--- config.mk ---
export PLATFORM = sky130hd
export DESIGN_NAME = adder_operand_seq
export DESIGN_NICKNAME = d
export VERILOG_FILES = /design/src/rtl/adder_operand_seq.sv
export SDC_FILE = /design/constraint.sdc
export NUM_CORES = 1
export LEC_CHECK = 0
export ABC_CLOCK_PERIOD_IN_PS = 1500
export CORE_AREA = 2 2 90 49
export CTS_CLUSTER_DIAMETER = 200
export DETAILED_ROUTE_END_ITERATION = 10
export DIE_AREA = 0 0 92 51
export GPL_ROUTABILITY_DRIVEN = 0
export PLACE_DENSITY = 0.74
export SYNTH_ARGS = -nofsm -noshare
export SYNTH_HDL_FRONTEND = slang
export SYNTH_SLANG_ARGS = --single-unit
--- constraint.sdc ---
create_clock -name clk -period 1.5 [get_ports clk]
set_input_delay 0.45 -clock clk [delete_from_list [all_inputs] [get_ports clk]]
set_output_delay 0.45 -clock clk [all_outputs]
set_load 0.01 [all_outputs]
--- src/rtl/adder_operand_seq.sv ---
// -----------------------------------------------------------------------------
// adder_operand_seq
//
// Purpose:
//   Collects the three operands of a 4-bit adder (in_1, in_2 and carry-in C0)
//   from four slide switches, one operand per push-button press.
//   The button is synchronized and debounced. Each debounced press produces a
//   one-clock pulse. That pulse steps a four-state sequencer:
//     S_A   --press--> capture in_1 = sw      --> S_B
//     S_B   --press--> capture in_2 = sw      --> S_C
//     S_C   --press--> capture C0 = sw[0],
//                      raise valid            --> S_RUN
//     S_RUN --press--> drop valid             --> S_A
//   The operand registers keep their values until a later state overwrites them.
//
// Ports:
//   clk    in   1  system clock; all state updates on the rising edge
//   rst    in   1  asynchronous, active-high reset
//   btn    in   1  raw, bouncy push-button (1 = pressed)
//   sw     in   4  raw slide switches (operand source)
//   in_1   out  4  registered operand A
//   in_2   out  4  registered operand B
//   C0     out  1  registered carry-in
//   valid  out  1  1 = in_1/in_2/C0 form one complete operand set
//   state  out  2  registered sequencer state (S_A=00 .. S_RUN=11)
//
// Handshake:
//   There is no ready input. valid is a level. While valid=1 the operand
//   outputs are guaranteed stable. The downstream adder may use them for as
//   long as valid stays high.
//
// Timing:
//   Suppose btn is held high and is first sampled by edge E. The pipeline is:
//     E+1                   btn_sync_q goes high
//     E+2 .. E+N            counter counts up
//     E+N+1                 debounced level toggles
//     E+N+2                 registered press pulse is raised
//     E+N+3                 sequencer/operand update
//   Here N = DEBOUNCE_CYCLES.
// -----------------------------------------------------------------------------
module adder_operand_seq #(
    parameter int unsigned DEBOUNCE_CYCLES = 500000
) (
    input  logic       clk,
    input  logic       rst,
    input  logic       btn,
    input  logic [3:0] sw,
    output logic [3:0] in_1,
    output logic [3:0] in_2,
    output logic       C0,
    output logic       valid,
    output logic [1:0] state
);

    typedef enum logic [1:0] {
        S_A   = 2'b00,
        S_B   = 2'b01,
        S_C   = 2'b10,
        S_RUN = 2'b11
    } state_t;

    // Terminal count of the stability counter. When the counter reaches this
    // value and the input still differs, the input has been stable for
    // DEBOUNCE_CYCLES clocks in a row.
    localparam logic [19:0] CNT_LAST = 20'(DEBOUNCE_CYCLES - 1);

    // ------------------------------------------------------------------
    // State registers
    // ------------------------------------------------------------------
    logic       btn_meta_q, btn_sync_q;
    logic [3:0] sw_meta_q,  sw_sync_q;
    logic       level_q,     level_d;
    logic       level_dly_q, level_dly_d;
    logic [19:0] cnt_q,      cnt_d;
    logic       press_q,     press_d;
    state_t     state_q,     state_d;
    logic [3:0] in_1_q,      in_1_d;
    logic [3:0] in_2_q,      in_2_d;
    logic       c0_q,        c0_d;
    logic       valid_q,     valid_d;

    // ------------------------------------------------------------------
    // Next-state logic
    // ------------------------------------------------------------------
    always_comb begin
        level_d     = level_q;
        level_dly_d = level_q;
        cnt_d       = 20'd0;
        press_d     = 1'b0;
        state_d     = state_q;
        in_1_d      = in_1_q;
        in_2_d      = in_2_q;
        c0_d        = c0_q;
        valid_d     = valid_q;

        // Debouncer. The counter only runs while the synchronized button
        // disagrees with the accepted level. Any clock on which they agree
        // restarts the stability window.
        if (btn_sync_q != level_q) begin
            if (cnt_q == CNT_LAST) begin
                level_d = ~level_q;
                cnt_d   = 20'd0;
            end else begin
                cnt_d = cnt_q + 20'd1;
            end
        end

        // Rising edge of the debounced level only. A release makes no pulse.
        // The pulse is registered, so the sequencer acts one clock after
        // the edge is detected.
        press_d = level_q & ~level_dly_q;

        if (press_q) begin
            unique case (state_q)
                S_A: begin
                    in_1_d  = sw_sync_q;
                    state_d = S_B;
                end
                S_B: begin
                    in_2_d  = sw_sync_q;
                    state_d = S_C;
                end
                S_C: begin
                    c0_d    = sw_sync_q[0];
                    valid_d = 1'b1;
                    state_d = S_RUN;
                end
                S_RUN: begin
                    // Operands are kept. Only valid drops, so the next
                    // capture in S_A can never happen while valid=1.
                    valid_d = 1'b0;
                    state_d = S_A;
                end
                default: state_d = S_A;
            endcase
        end
    end

    // ------------------------------------------------------------------
    // Sequential block (synchronizers, debouncer and sequencer FSM)
    // ------------------------------------------------------------------
    always_ff @(posedge clk or posedge rst) begin
        if (rst) begin
            btn_meta_q  <= 1'b0;
            btn_sync_q  <= 1'b0;
            sw_meta_q   <= 4'd0;
            sw_sync_q   <= 4'd0;
            level_q     <= 1'b0;
            level_dly_q <= 1'b0;
            cnt_q       <= 20'd0;
            press_q     <= 1'b0;
            state_q     <= S_A;
            in_1_q      <= 4'd0;
            in_2_q      <= 4'd0;
            c0_q        <= 1'b0;
            valid_q     <= 1'b0;
        end else begin
            // Two-flop synchronizers. Only the *_sync_q outputs feed logic.
            btn_meta_q  <= btn;
            btn_sync_q  <= btn_meta_q;
            sw_meta_q   <= sw;
            sw_sync_q   <= sw_meta_q;
            level_q     <= level_d;
            level_dly_q <= level_dly_d;
            cnt_q       <= cnt_d;
            press_q     <= press_d;
            state_q     <= state_d;
            in_1_q      <= in_1_d;
            in_2_q      <= in_2_d;
            c0_q        <= c0_d;
            valid_q     <= valid_d;
        end
    end

    // ------------------------------------------------------------------
    // Outputs (all taken directly from registers)
    // ------------------------------------------------------------------
    assign in_1  = in_1_q;
    assign in_2  = in_2_q;
    assign C0    = c0_q;
    assign valid = valid_q;
    assign state = state_q;

endmodule
==> flow_metrics.env <==
export IMPL_regToRegStartpoint="cnt_q[6]"
export IMPL_hold_violations=0
export IMPL_root_buffer="sky130_fd_sc_hd__clkbuf_8"
export IMPL_post_route_cells_drive_above_1_share_pct=33.6
export IMPL_status="finished, violations left"
export IMPL_synthesis_instances=159
export IMPL_combPwrFrac_pct=4.6
export IMPL_layout_core_utilization_pct=66.2
export IMPL_area_growth_synth_to_final_pct=41.9
export IMPL_final_setup_tns_ns=-2.58
export IMPL_nets=235
export IMPL_fin_skew_ns=0.00405
export IMPL_slowest_delay_ns=0.54
export IMPL_totalPowerFinal_uw=2460
export IMPL_rr_worst_depth=4
export IMPL_antenna_violations_before_repair=0
export IMPL_worstHoldStart="sw_meta_q[3]"
export IMPL_remaining_overflow_grt=0
export IMPL_leakage_uw=0.00125
export IMPL_via_count_of_the_first_global_routing_pass=1412
export IMPL_io_buffer_count=18
export IMPL_mostFrequentLayoutCell="sky130_fd_sc_hd__dfrtp_1"
export IMPL_std_cell_rows=17
export IMPL_setup_repair_after_global_routing_missed_its_margin="yes"
export IMPL_timing_final_crit_share_pct=113
export IMPL_drc=0
export IMPL_cts_num_sinks=45
export IMPL_relSlewSlack_pct=76.2
export IMPL_grt_pass1_wl_um=7020
export IMPL_drt_iter0_markers=56
export IMPL_postRouteAntennaNets=0
export IMPL_netSwitchingPower_uw=502
export IMPL_worstPathCellList="nand4_1 > or4_4 > or3_1 > a21oi_2"
export IMPL_dr_total_vias=1381
export IMPL_synth_area_per_cell_um2=11.9
export IMPL_pwr_share_seq_pct=50.7
export IMPL_synth_area_um2=1880
export IMPL_clockPowerShare_pct=44.7
export IMPL_routed_via_density=4.93
export IMPL_power_density_cell_area_nw_per_um2=920
export IMPL_setup_reg_to_reg_worst_slack_ns=-0.19
export IMPL_reg2reg_to="cnt_q[19]"
export IMPL_layout_setup_ws_ns=-0.189
export IMPL_p_int_uw=1960
export IMPL_design_core_area_um2=4040
export IMPL_power_ir_vdd_worst_mv=0.491
export IMPL_top_layer_used="met4"
export IMPL_width_of_the_die_um=92
export IMPL_route_layer_met1_wl_um=2050
export IMPL_most_frequent_cells_in_the_layout="44 x sky130_fd_sc_hd__dfrtp_1, 37 x sky130_fd_sc_hd__buf_4, 19 x sky130_fd_sc_hd__nor2_1"
export IMPL_routed_wl_met3_um=186
export IMPL_cts_tree="yes"
export IMPL_numCtsBuffers=5
export IMPL_die_area_um2=4690
export IMPL_grt_start_max_net_pins=26
export IMPL_switching_share_pct=20.4
export IMPL_timing_hold_worst_class="register to register"
export IMPL_yosysSeqAreaShare_pct=59.8
export IMPL_insertedDiodeCount=0
export IMPL_startpoint_type="register"
export IMPL_floorplan_initialDensity_pct=46.6
export IMPL_tightestPinTransition_ns=0.354
export IMPL_clk_latency_ns=0.30
export IMPL_cts_htree_levels=2
export IMPL_arrival_ns=1.92
export IMPL_synthesis_warnings=0
export IMPL_worst_setup_path_type="register to register"
export IMPL_numPlacedInstances=264
export IMPL_final_instance_count_excl_fill=280
export IMPL_slowest_stage="sky130_fd_sc_hd__or4_4"
export IMPL_routed_wire_length_per_instance_um=15.4
export IMPL_wl_met2_um=2050
export IMPL_worst_hold_endpoint="sw_sync_q[3]"
export IMPL_postCtsHoldBufs=0
export IMPL_worstPathMaxFanout=4
export IMPL_setup_violations=19
export IMPL_grt_usage_pct=20.2
export IMPL_syn_nets=172
export IMPL_ys_ff_latch=45
export IMPL_drt_first_pass_iters=4
export IMPL_synth_distinct_cells=27
export IMPL_final_max_slew_violation_count=0
export IMPL_worst_hold_path_num_cells=0
export IMPL_cp_data_required_time_ns=1.73
export IMPL_cts_reportedPaths_clkPinSlew_ns=0.09
export IMPL_fmax_ghz=0.592
export IMPL_violations="negative setup slack"
export IMPL_detailedPlacementHpwl_um=2970
export IMPL_route_final_wire_length_um=4320
export IMPL_clockBufferDepth=2
export IMPL_maxCapViolCount=0
export IMPL_final_min_clock_period_ns=1.69
export IMPL_worst_setup_path_end_kind="register"
export IMPL_io_pins=19
export IMPL_pre_cts_slack_ns=-0.150
export IMPL_die_height_um=51
synth_stat cells:
master                     instances  area (µm²)
sky130_fd_sc_hd__clkbuf_1          1        3.75
sky130_fd_sc_hd__mux2_2           10         113
sky130_fd_sc_hd__ha_1              6        75.1
sky130_fd_sc_hd__dfrtp_1          45        1130
sky130_fd_sc_hd__o21bai_2          1        11.3
sky130_fd_sc_hd__mux2i_1           1        10.0
sky130_fd_sc_hd__nand4_4           1        21.3
sky130_fd_sc_hd__nand2b_1          1        6.26
sky130_fd_sc_hd__inv_1             8        30.0
sky130_fd_sc_hd__nor2b_1           1        6.26
sky130_fd_sc_hd__xor2_1            2        17.5
sky130_fd_sc_hd__nand4_1           3        18.8
sky130_fd_sc_hd__nor3_1            5        25.0
sky130_fd_sc_hd__o21ai_0           5        25.0
sky130_fd_sc_hd__nand3_1           7        35.0
sky130_fd_sc_hd__or4_1             1        7.51
sky130_fd_sc_hd__buf_2             1        5.00
sky130_fd_sc_hd__a21oi_1           5        25.0
sky130_fd_sc_hd__nand2_1           8        30.0
sky130_fd_sc_hd__or3_1             2        12.5
sky130_fd_sc_hd__or4_4             1        11.3
sky130_fd_sc_hd__nor4_1            6        37.5
sky130_fd_sc_hd__nand3b_1          1        7.51
sky130_fd_sc_hd__nor4bb_1          1        10.0
sky130_fd_sc_hd__nand4_2           1        12.5
sky130_fd_sc_hd__xnor2_1          14         123
sky130_fd_sc_hd__nor2_1           21        78.8
repair_timing:
item	in CTS	in global routing
pin swaps	4	2
gates resized for setup	15	6
buffers inserted	6	2
setup endpoints to repair	31	23
cloned	0	0
power groups by stage:
stage / clock [µW] / combinational, µW / sequential (µW)
2_1_floorplan: 0 / 43.5 / 1270
3_3_place_gp: 0 / 95.2 / 1270
3_5_place_dp: 0 / 101 / 1270
4_1_cts: 1120 / 110 / 1240
5_1_grt: 1200 / 125 / 1250
6_report: 1100 / 113 / 1250
worst max-delay path by stage:
stage | from | end | slack, ns | cells after the start
floorplan | cnt_q[5] | cnt_q[17] | -0.08 | 4
global placement | cnt_q[6] | cnt_q[19] | -0.11 | 4
detailed placement | cnt_q[0] | cnt_q[18] | -0.15 | 6
CTS | cnt_q[5] | cnt_q[17] | -0.16 | 4
global route | cnt_q[0] | cnt_q[17] | -0.22 | 4
finish | cnt_q[6] | cnt_q[19] | -0.19 | 4
through the flow:
step	area (µm²)	hold WS, ns
after floorplan	1940	0.331
after global routing	2670	0.369
after detailed placement	2440	0.336
after global placement	2440	0.331
after CTS	2620	0.356
final	2670	0.354
logic make-up after synthesis:
kind of cell	share of synthesized area (%)
flip-flops	59.8
XOR/XNOR	7.44
AO/OA/AOI/OAI	3.25
multiplexers	6.51
adder cells (fa/ha/maj)	3.98
AND/OR/NAND/NOR	17.0
buffers and inverters	2.06
worst max-delay path: cells and delay by family, from the launching register on:
kind               cells  cell delay (ns)
and+or+nand+nor        3             1.07
DFF                    1             0.43
AOI/OAI and AO/OA      1             0.13
flip-flops by register name, indices dropped and copies added, names as in the netlist:
signal	cells
sw_meta_q	4
btn_meta_q	1
in_2	4
level_dly_d	1
in_1	4
press_q	1
btn_sync_q	1
C0	1
sw_sync_q	4
state	2
valid	1
level_dly_q	1
cnt_q	20
metal layers:
metal | vias to the layer above | GRT usage (%)
li1 | 668 | -
met1 | 683 | 29.0
met2 | 25 | 30.5
met3 | 5 | 6.19
met4 | 0 | 4.48
met5 | - | 0
final cells by class:
type	instances	area, µm²
multi-input combinational	104	810
clock inverter	3	68.8
tap	57	71.3
sequential	45	1130
timing repair buffer	58	494
clock buffer	5	68.8
fill	315	1370
inverter	8	33.8
(Power assumes the default switching activity.)
==> RTL change (config.mk and constraints unchanged) <==
`DEBOUNCE_CYCLES`: 500000 -> 250000.
--- a/src/rtl/adder_operand_seq.sv
+++ b/src/rtl/adder_operand_seq.sv
@@ -41,3 +41,3 @@
 module adder_operand_seq #(
-    parameter int unsigned DEBOUNCE_CYCLES = 500000
+    parameter int unsigned DEBOUNCE_CYCLES = 250000
 ) (
Check against the original RTL: no difference found for any inputs over 10 cycles, from zero or initial values and one cycle with rst high; that may be too few to reach the edited logic, so the function may still have changed.
==> RTL change against the unedited design <==
The flow still finishes with violations (setup timing). Setup slack worse by 0.039 ns. Sequential share of layout area decreased by 0.71 points. Count of clock-buffer cells in the layout grew 2. Synthesized area rose by 1.2%. Final area up 2.1%. Cell count decreased by 0.71%. Total power is 11% lower. Routed wire length rose by 3.0%. Fmax shrank 2.3%. Utilization is 1.4 points higher. Sequential cell count is the same. Sequential power about the same. Synthesized cell count did not move. Critical path type unchanged. Largest cell class unchanged.
==> RTL change: results <==
group,metric,value,unit
timing,finalSetupViolCount,20,
placed_design,pre_cts_ws,-0.2686,ns
layout,multi_input_area_share,32.92,%
layout,n_fill_cell,290,
detailed_routing,wl,4452,µm
layout,layout.nets,233,
layout,diodes,0,
worst_hold_path,holdPathEnd,"sw_sync_q[1]$_DFF_PP0_",
layout,fin_util,67.52,%
layout,signal_buffers,57,
global_routing,use_met1,27.78,%
layout,inverters,6,
critical_path,cp-startpoint,"cnt_q[0]$_DFF_PP0_",
global_routing,grt_pass1_wl,7452,µm
critical_path,worstSetupEndpoint,"cnt_q[3]$_DFF_PP0_",
layout,fin_cells,278,
layout,nClkBuffers,7,
power_and_ir_drop,p_leak,1.269,nW
run_status,violations,"setup timing",
yosys,yosys-top-cells-count,"45 x dfrtp_1, 20 x nor2_1, 10 x nand2_1, 10 x xnor2_1, 7 x mux2_1",
yosys,yosysUniqueCellTypes,31,
yosys,synthTopCellsByArea,"dfrtp_1 59%, xnor2_1 4.6%, mux2_1 4.1%",
critical_path,cp_max_fo,8,
power_and_ir_drop,ir_worst_vdd,0.0005375,V
detailed_routing,dr_wl_met3,147,µm
global_routing,grt_max_degree,46,
placed_design,place_area,2429,µm²
timing,skew,0.005010,ns
global_routing,met2_usage,36.15,%
layout,multi_input_gates,105,
placed_design,dpl.cell_count,263,
detailed_routing,drtIter0Drc,47,
layout,seq-cell-share,41.45,%
yosys,synth_area_per_cell,11.99,µm²
critical_path,slowest_delay,0.47,ns
placed_design,dp_hpwl,3046,µm
detailed_routing,wl_met2,2205,µm
worst_hold_path,min-delay-start,"sw_meta_q[1]$_DFF_PP0_",
global_routing,use_met3,4.867,%
layout,clk_share,3.714,%
clocking,postCtsSetupRepairBufs,5,
layout,drive_gt1_share,39.82,%
global_routing,grt_pass1_vias,1514,
clocking,postCtsResizedCells,43,
timing,worst_pin_slew,0.4591,ns
timing,worst_slack,-0.2282,ns
detailed_routing,route.vias.total,1410,
timing,timing.hold.ws,0.3515,ns
critical_path,reg2reg_depth,6,
run_status,status,"finished, violations left",
timing,tns,-4.107,ns
[RTL change: cell count changes after synthesis, moves of 2 or more]
| cell | change |
|---|---|
| a21oi_1 | -3 |
| xnor2_1 | -4 |
| xor2_1 | +4 |
| a21oi_2 | +2 |
| mux2_2 | -7 |
| inv_1 | -2 |
| mux2_1 | +7 |
| nand2_1 | +2 |
[RTL change: power by group through the flow]
stage	Sequential, mW	Clock (mW)	Combinational [mW]
floorplan	1.27	0	0.0432
finish	1.25	0.815	0.123
CTS	1.25	0.829	0.119
detailed placement	1.27	0	0.0975
global placement	1.27	0	0.0926
global route	1.25	0.890	0.133
[RTL change: cell families (layout without fill, tap and decap cells)]
kind of cell             count (synthesis)  count (layout)  share of synthesized area, %
adder cells (fa/ha/maj)                  6               6                         3.937
XOR/XNOR                                16              16                         7.349
AND/OR/NAND/NOR                         61              61                         17.39
buffers and inverters                    9              71                         1.969
flip-flops                              45              45                         59.06
multiplexers                            11              11                         6.431
AO/OA/AOI/OAI                           11              11                         3.872
